--- config.mk ---
export PLATFORM = sky130hd
export DESIGN_NAME = stream_match_ctrl_flat
export DESIGN_NICKNAME = d
export VERILOG_FILES = /design/src/rtl/stream_match_if.sv /design/src/rtl/stream_match_ctrl.sv /design/src/flat_wrapper.sv
export SDC_FILE = /design/constraint.sdc
export NUM_CORES = 1
export LEC_CHECK = 0
export CAP_MARGIN = 20
export CORE_MARGIN = 2
export CORE_UTILIZATION = 50
export CTS_CLUSTER_DIAMETER = 100
export DETAILED_ROUTE_END_ITERATION = 6
export DONT_BUFFER_PORTS = 1
export MAX_ROUTING_LAYER = met4
export PLACE_DENSITY = 0.72
export SETUP_SLACK_MARGIN = 0.05
export SLEW_MARGIN = 20
export SYNTH_ARGS = -nofsm -noshare
export SYNTH_HDL_FRONTEND = slang
export SYNTH_SLANG_ARGS = --single-unit
--- constraint.sdc ---
create_clock -name clk -period 5.9 [get_ports clk]
set_clock_uncertainty 0.2 [all_clocks]
set_input_delay 1.18 -clock clk [delete_from_list [all_inputs] [get_ports clk]]
set_output_delay 1.18 -clock clk [all_outputs]
set_load 0.01 [all_outputs]
--- src/rtl/stream_match_if.sv ---
// Handshake and data bundle between the serial front end, the match controller and its consumer.
interface stream_match_if #(
    parameter int unsigned WIDTH = 128
);
    logic             bit_valid;
    logic             bit_in;
    logic             end_of_sequence;
    logic             abort;
    logic             result_ready;
    logic             busy;
    logic             result_valid;
    logic             match;
    logic [1:0]       match_idx;
    logic             len_error;
    logic [WIDTH-1:0] captured;

    modport master (
        output bit_valid, bit_in, end_of_sequence, abort, result_ready,
        input  busy, result_valid, match, match_idx, len_error, captured
    );

    modport slave (
        input  bit_valid, bit_in, end_of_sequence, abort, result_ready,
        output busy, result_valid, match, match_idx, len_error, captured
    );
endinterface

--- src/rtl/stream_match_ctrl.sv ---
// Serial key capture: shifts in a 128-bit word MSB first, checks its length, then compares it
// against up to four constant keys one per cycle and hands back a verdict over valid/ready.
module stream_match_ctrl #(
    parameter int unsigned  WIDTH    = 128,
    parameter int unsigned  NUM_KEYS = 4,
    parameter logic [127:0] KEY0     = 128'h0123456789ABCDEF_FEDCBA9876543210,
    parameter logic [127:0] KEY1     = 128'hDEADBEEF_CAFEF00D_0BADC0DE_12345678,
    parameter logic [127:0] KEY2     = 128'hFFFFFFFF_00000000_FFFFFFFF_00000000,
    parameter logic [127:0] KEY3     = 128'hA5A5A5A5_5A5A5A5A_A5A5A5A5_5A5A5A5A
) (
    input  logic          clk,
    input  logic          rst,
    stream_match_if.slave sm
);

    localparam logic [1:0] StIdle    = 2'd0;
    localparam logic [1:0] StShift   = 2'd1;
    localparam logic [1:0] StCompare = 2'd2;
    localparam logic [1:0] StDone    = 2'd3;

    localparam logic [7:0] FullCnt = 8'(WIDTH);
    localparam logic [1:0] LastIdx = 2'(NUM_KEYS - 1);

    logic [1:0]       state_q, state_d;
    logic [7:0]       cnt_q, cnt_d;
    logic             ovf_q, ovf_d;
    logic [1:0]       idx_q, idx_d;
    logic [WIDTH-1:0] cap_q, cap_d;
    logic             match_q, match_d;
    logic [1:0]       match_idx_q, match_idx_d;
    logic             len_err_q, len_err_d;
    logic             rvalid_q, rvalid_d;

    function automatic logic [WIDTH-1:0] key_at(input logic [1:0] idx);
        case (idx)
            2'd0:    key_at = KEY0[WIDTH-1:0];
            2'd1:    key_at = KEY1[WIDTH-1:0];
            2'd2:    key_at = KEY2[WIDTH-1:0];
            default: key_at = KEY3[WIDTH-1:0];
        endcase
    endfunction

    always_comb begin
        state_d     = state_q;
        cnt_d       = cnt_q;
        ovf_d       = ovf_q;
        idx_d       = idx_q;
        cap_d       = cap_q;
        match_d     = match_q;
        match_idx_d = match_idx_q;
        len_err_d   = len_err_q;
        rvalid_d    = rvalid_q;

        case (state_q)
            StIdle: begin
                if (sm.bit_valid) begin
                    cap_d   = {{(WIDTH-1){1'b0}}, sm.bit_in};
                    cnt_d   = 8'd1;
                    ovf_d   = 1'b0;
                    state_d = StShift;
                end
                // EOS alone, or EOS with a single bit, can only be a short stream.
                if (sm.end_of_sequence) begin
                    state_d     = StDone;
                    len_err_d   = 1'b1;
                    match_d     = 1'b0;
                    match_idx_d = 2'd0;
                    rvalid_d    = 1'b1;
                end
            end
            StShift: begin
                if (sm.bit_valid) begin
                    if (cnt_q < FullCnt) begin
                        cap_d = {cap_q[WIDTH-2:0], sm.bit_in};
                        cnt_d = cnt_q + 8'd1;
                    end else begin
                        ovf_d = 1'b1;
                    end
                end
                // Length is judged on the count after this cycle's bit has been taken.
                if (sm.end_of_sequence) begin
                    if (cnt_d == FullCnt && !ovf_d) begin
                        state_d = StCompare;
                        idx_d   = 2'd0;
                    end else begin
                        state_d     = StDone;
                        len_err_d   = 1'b1;
                        match_d     = 1'b0;
                        match_idx_d = 2'd0;
                        rvalid_d    = 1'b1;
                    end
                end
            end
            StCompare: begin
                if (cap_q == key_at(idx_q)) begin
                    state_d     = StDone;
                    match_d     = 1'b1;
                    match_idx_d = idx_q;
                    len_err_d   = 1'b0;
                    rvalid_d    = 1'b1;
                end else if (idx_q == LastIdx) begin
                    state_d     = StDone;
                    match_d     = 1'b0;
                    match_idx_d = 2'd0;
                    len_err_d   = 1'b0;
                    rvalid_d    = 1'b1;
                end else begin
                    idx_d = idx_q + 2'd1;
                end
            end
            StDone: begin
                if (sm.result_ready) begin
                    state_d   = StIdle;
                    rvalid_d  = 1'b0;
                    match_d   = 1'b0;
                    len_err_d = 1'b0;
                    cnt_d     = 8'd0;
                    ovf_d     = 1'b0;
                end
            end
            default: state_d = StIdle;
        endcase

        // Abort discards everything in flight but leaves the captured word visible.
        if (sm.abort) begin
            state_d   = StIdle;
            cap_d     = cap_q;
            rvalid_d  = 1'b0;
            match_d   = 1'b0;
            len_err_d = 1'b0;
            cnt_d     = 8'd0;
            ovf_d     = 1'b0;
        end
    end

    always_ff @(posedge clk) begin
        if (rst) begin
            state_q     <= StIdle;
            cnt_q       <= 8'd0;
            ovf_q       <= 1'b0;
            idx_q       <= 2'd0;
            cap_q       <= '0;
            match_q     <= 1'b0;
            match_idx_q <= 2'd0;
            len_err_q   <= 1'b0;
            rvalid_q    <= 1'b0;
        end else begin
            state_q     <= state_d;
            cnt_q       <= cnt_d;
            ovf_q       <= ovf_d;
            idx_q       <= idx_d;
            cap_q       <= cap_d;
            match_q     <= match_d;
            match_idx_q <= match_idx_d;
            len_err_q   <= len_err_d;
            rvalid_q    <= rvalid_d;
        end
    end

    assign sm.busy         = (state_q != StIdle);
    assign sm.result_valid = rvalid_q;
    assign sm.match        = match_q;
    assign sm.match_idx    = match_idx_q;
    assign sm.len_error    = len_err_q;
    assign sm.captured     = cap_q;

endmodule

--- src/flat_wrapper.sv ---
// flat-port wrapper written by rule: the top's interface ports become plain ports
module stream_match_ctrl_flat 
#(
    parameter int unsigned  WIDTH    = 128,
    parameter int unsigned  NUM_KEYS = 4,
    parameter logic [127:0] KEY0     = 128'h0123456789ABCDEF_FEDCBA9876543210,
    parameter logic [127:0] KEY1     = 128'hDEADBEEF_CAFEF00D_0BADC0DE_12345678,
    parameter logic [127:0] KEY2     = 128'hFFFFFFFF_00000000_FFFFFFFF_00000000,
    parameter logic [127:0] KEY3     = 128'hA5A5A5A5_5A5A5A5A_A5A5A5A5_5A5A5A5A
)
  (clk, rst, sm_bit_valid, sm_bit_in, sm_end_of_sequence, sm_abort, sm_result_ready, sm_busy, sm_result_valid, sm_match, sm_match_idx, sm_len_error, sm_captured);
  stream_match_if #(.WIDTH(WIDTH)) sm_i ();
  input  logic clk;
  input  logic rst;
  input wire logic [$bits(sm_i.bit_valid)-1:0] sm_bit_valid;
  input wire logic [$bits(sm_i.bit_in)-1:0] sm_bit_in;
  input wire logic [$bits(sm_i.end_of_sequence)-1:0] sm_end_of_sequence;
  input wire logic [$bits(sm_i.abort)-1:0] sm_abort;
  input wire logic [$bits(sm_i.result_ready)-1:0] sm_result_ready;
  output wire logic [$bits(sm_i.busy)-1:0] sm_busy;
  output wire logic [$bits(sm_i.result_valid)-1:0] sm_result_valid;
  output wire logic [$bits(sm_i.match)-1:0] sm_match;
  output wire logic [$bits(sm_i.match_idx)-1:0] sm_match_idx;
  output wire logic [$bits(sm_i.len_error)-1:0] sm_len_error;
  output wire logic [$bits(sm_i.captured)-1:0] sm_captured;
  assign sm_i.bit_valid = sm_bit_valid;
  assign sm_i.bit_in = sm_bit_in;
  assign sm_i.end_of_sequence = sm_end_of_sequence;
  assign sm_i.abort = sm_abort;
  assign sm_i.result_ready = sm_result_ready;
  assign sm_busy = sm_i.busy;
  assign sm_result_valid = sm_i.result_valid;
  assign sm_match = sm_i.match;
  assign sm_match_idx = sm_i.match_idx;
  assign sm_len_error = sm_i.len_error;
  assign sm_captured = sm_i.captured;
  stream_match_ctrl #(.WIDTH(WIDTH), .NUM_KEYS(NUM_KEYS), .KEY0(KEY0), .KEY1(KEY1), .KEY2(KEY2), .KEY3(KEY3)) u_core (.clk(clk), .rst(rst), .sm(sm_i));
endmodule
==> qor.log <==
[drt] Antenna Violating Nets Remaining 0
[yosys] Post-synth ARST share 0%
[drt] WL per Instance 20.9 um
[yosys] number of register bits inferred by synthesis 146
[yosys] post-synthesis xor/xnor area fraction 0.642%
[placed_design] worst-case setup slack after placement 2.03 ns
[global_routing] wire length of the first global-routing pass 33900 um
[global_routing] Remaining Overflow, GRT 0
[sta] accumulated negative setup slack 0 ns
[floorplanning] core footprint 0.0133 mm2
[setup_path] startpoint type of the worst setup path flop
[clocking] TritonCTS clock tree built
[run] max-cap violation count 0
[yosys] post-synth net total 912
[clocking] total number of clock tree sinks 146
[sta] fraction of the cycle the final worst path needs 68.3%
[setup_path] Arrival @ worst endpoint 4.15 ns
[final_layout] ant diodes 0
[clocking] latest clock arrival within the worst-skew pair 0.43 ns
[placed_design] gp weighted congestion 0.990
[clocking] clock transition at the registers of the reported paths 0.06 ns
[sta] clock period minus final worst setup slack 4.03 ns
[floorplanning] # IOs 141
[final_layout] non-filler cells, final 1036
[yosys] simple logic cell fraction of the synthesized area 30.5%
[setup_path] worst endpoint required time 6.02 ns
[sta] relative slew slack 44.2%
[floorplanning] die boundary width 121 um
[drt] via count 6516
[final_layout] final core utilization 56.2%
[setup_path] element type at the critical path end flop
[hold_path] worst hold path type flop to flop
[yosys] number of warning messages in the yosys log 0
[setup_path] CP max FO 19
[setup_path] start-to-end type of the worst setup path flop to flop
[clocking] Clock Root Buffer clkbuf_16
[drt] ratio of routed vias to standard cells 6.29
[yosys] complex-gate fraction of the synthesized area 17.8%
[sta] max frequency 248 MHz
[final_layout] ratio of cells with drive above 1 in the final layout 5.47%
[drt] Detailed Route WL 21600 um
[sta] Least-Margin Pin Slew 0.837 ns
[clocking] Resized Gates After CTS 0
[sta] final hold violation count 0
[sta] unrepaired setup endpoints after global routing no
[placed_design] half-perimeter wire length after placement 14500 um
[sta] number of slew-limit violations in the final report 0
[yosys] main combinational cell family by area after synthesis simple AND/OR/NAND/NOR gates
[drt] Starting DRT DRC Count 759
[global_routing] pin count of the biggest net entering global routing 134
[setup_path] worst stage delay on the critical path 0.76 ns
[pwr] maximum resistive drop on vdd 0.316 mV
[global_routing] overall track demand over capacity in global routing 30.6%
[global_routing] vias in the first global route 5909
[drt] First-pass DRT Iterations 5
[clocking] H-tree depth 4
[status] run status completed
[sta] Final Worst Setup Slack 1.87 ns
[floorplanning] Total Die Area 0.0146 mm2
[global_routing] antenna violations before repair 0
[setup_path] Crit path top cell by count nand4_1
[drt] Residual DRC 0
[final_layout] commonest cells after routing, fill and taps aside 165 x nand2_1, 149 x a21oi_1, 146 x dfxtp_1
[yosys] share of synthesized area spent on multiplexers 1.32%
[setup_path] worst path cell trace inv_1, ha_1, xnor2_1, nand4_1, a2111oi_0, nand4_1, nor4_4, o211ai_1, a32o_1
[clocking] number of setup buffers added after CTS 0
[placed_design] placed cell count 1005
[yosys] prevailing post-synth register cell dfxtp_1
[floorplanning] number of standard-cell rows in the floorplan 42
[floorplanning] Die Ht 121 um
[yosys] number of enable flip-flop cells after synthesis 0
[pwr] Overall Power 2320 uW
[final_layout] leading cell type in the layout, fill and taps excluded nand2_1
[final_layout] area added between synthesis and finish 9.57%
[final_layout] # nets final 867
[pwr] ratio of total power to cell area 310 mW/mm2
[placed_design] Port Buf Inserts 0
[clocking] maximum clock path buffer count 2
[yosys] Post-Synth Adder-Cell Area 2.20%
[yosys] number of distinct library cell variants in the gate-level netlist after synthesis 62
[clocking] number of buffers inserted by hold repair at cts 0
[pwr] leakage power of the design 0.00235 uW
[yosys] Post-Synthesis Cells 893
[yosys] portion of the post-synthesis area used by sequential elements 42.8%
[sta] Setup Viol. Count Final 0
[yosys] average instance area after synthesis 7.64 um2
[yosys] Post-Synthesis Cell Area 0.00682 mm2
[floorplanning] starting utilization of the core area 51.3%
[setup_path] worst-path cell with the longest stage delay dfxtp_1
[clocking] TritonCTS buffer count 17
[cells in the mapped netlist (3+ instances only)]
cell,number,area [um2]
nand2_1,165,619
a21oi_1,149,746
dfxtp_1,146,2920
nand3_1,133,666
clkbuf_1,53,199
nor2_1,26,97.6
nand4_1,18,113
buf_1,14,52.6
inv_1,14,52.6
o21ai_0,14,70.1
nor3_1,13,65.1
ha_1,12,150
nor4_1,11,68.8
mux2i_1,9,90.1
nand2b_1,9,56.3
a31oi_1,8,50.1
nor2b_1,7,43.8
nand3b_1,6,45.0
and4_1,5,43.8
nor3b_1,5,37.5
a2111oi_0,4,35.0
o211ai_1,4,30.0
o22ai_1,4,25.0
or3_1,4,25.0
a211oi_1,3,22.5
a22oi_1,3,22.5
or2_2,3,18.8
or4_1,3,22.5
xnor2_1,3,26.3
[per-stage QoR]
stage / hold WS [ns] / cell area [um2]
detailed placement: 0.319 / 6840
finish: 0.331 / 7470
floorplan: 0.239 / 6820
global route: 0.350 / 7470
CTS: 0.328 / 7470
global placement: 0.288 / 6840
[power breakdown]
part	switching (uW)	total, uW	internal (uW)	leakage [uW]
clock	429	1180	747	0.000313
combinational	111	143	32.1	0.000861
sequential	6.94	997	990	0.00118
[sequential cells by signal (all words and copies together) (netlist names)]
signal and count:
u_core.sm.captured 128, u_core.cnt_q 8, u_core.idx_q 2, u_core.sm.match_idx 2, u_core.state_q 2, u_core.ovf_q 1, u_core.sm.len_error 1, u_core.sm.match 1
u_core.sm.result_valid 1
[critical path, delay by kind of cell (launching register included)]
family | cells | cell delay (ns)
buffers and inverters | 1 | 0.18
and+or+nand+nor | 3 | 1.00
xor gates and xnor gates | 1 | 0.27
AOI/OAI and AO/OA | 3 | 1.06
DFF | 1 | 0.76
adders and majority gates | 1 | 0.44
[logic make-up after synthesis]
| family | after synthesis |
|---|---|
| compound gates | 213 |
| xor+xnor | 5 |
| fa+ha+maj | 12 |
| buf+inv | 84 |
| flops | 146 |
| mux | 9 |
| simple gates | 424 |
[path summary, 6_finish.rpt]
check | startpoint | to | slack, ns | cells after the start
max | u_core.idx_q[0] | u_core.sm.result_valid | 1.87 | 9
min | u_core.sm.match_idx[1] | u_core.sm.match_idx[1] | 0.33 | 2
max reg2reg | u_core.idx_q[0] | u_core.sm.result_valid | 1.87 | 9
min reg2reg | u_core.sm.match_idx[1] | u_core.sm.match_idx[1] | 0.33 | 2
[metal layers]
layer  vias to the layer above  share of wire [%]  GRT usage, %
met5                         -                  0             -
met4                         0                2.2          10.8
met3                        36                9.7          10.8
met2                       282                 47          45.6
met1                      3090                 41          38.6
li1                       3108                  -             -
[cell type report]
| type | instances | area [um2] |
|---|---|---|
| repair buffers | 6 | 45.0 |
| clock inverters | 14 | 213 |
| flip-flops and latches | 146 | 2920 |
| clock buffers | 17 | 425 |
| fillers | 1236 | 5820 |
| multi-input cells | 663 | 3600 |
| well taps | 176 | 220 |
| inverters | 14 | 52.6 |
No activity file was read; power rests on OpenSTA's default activity.
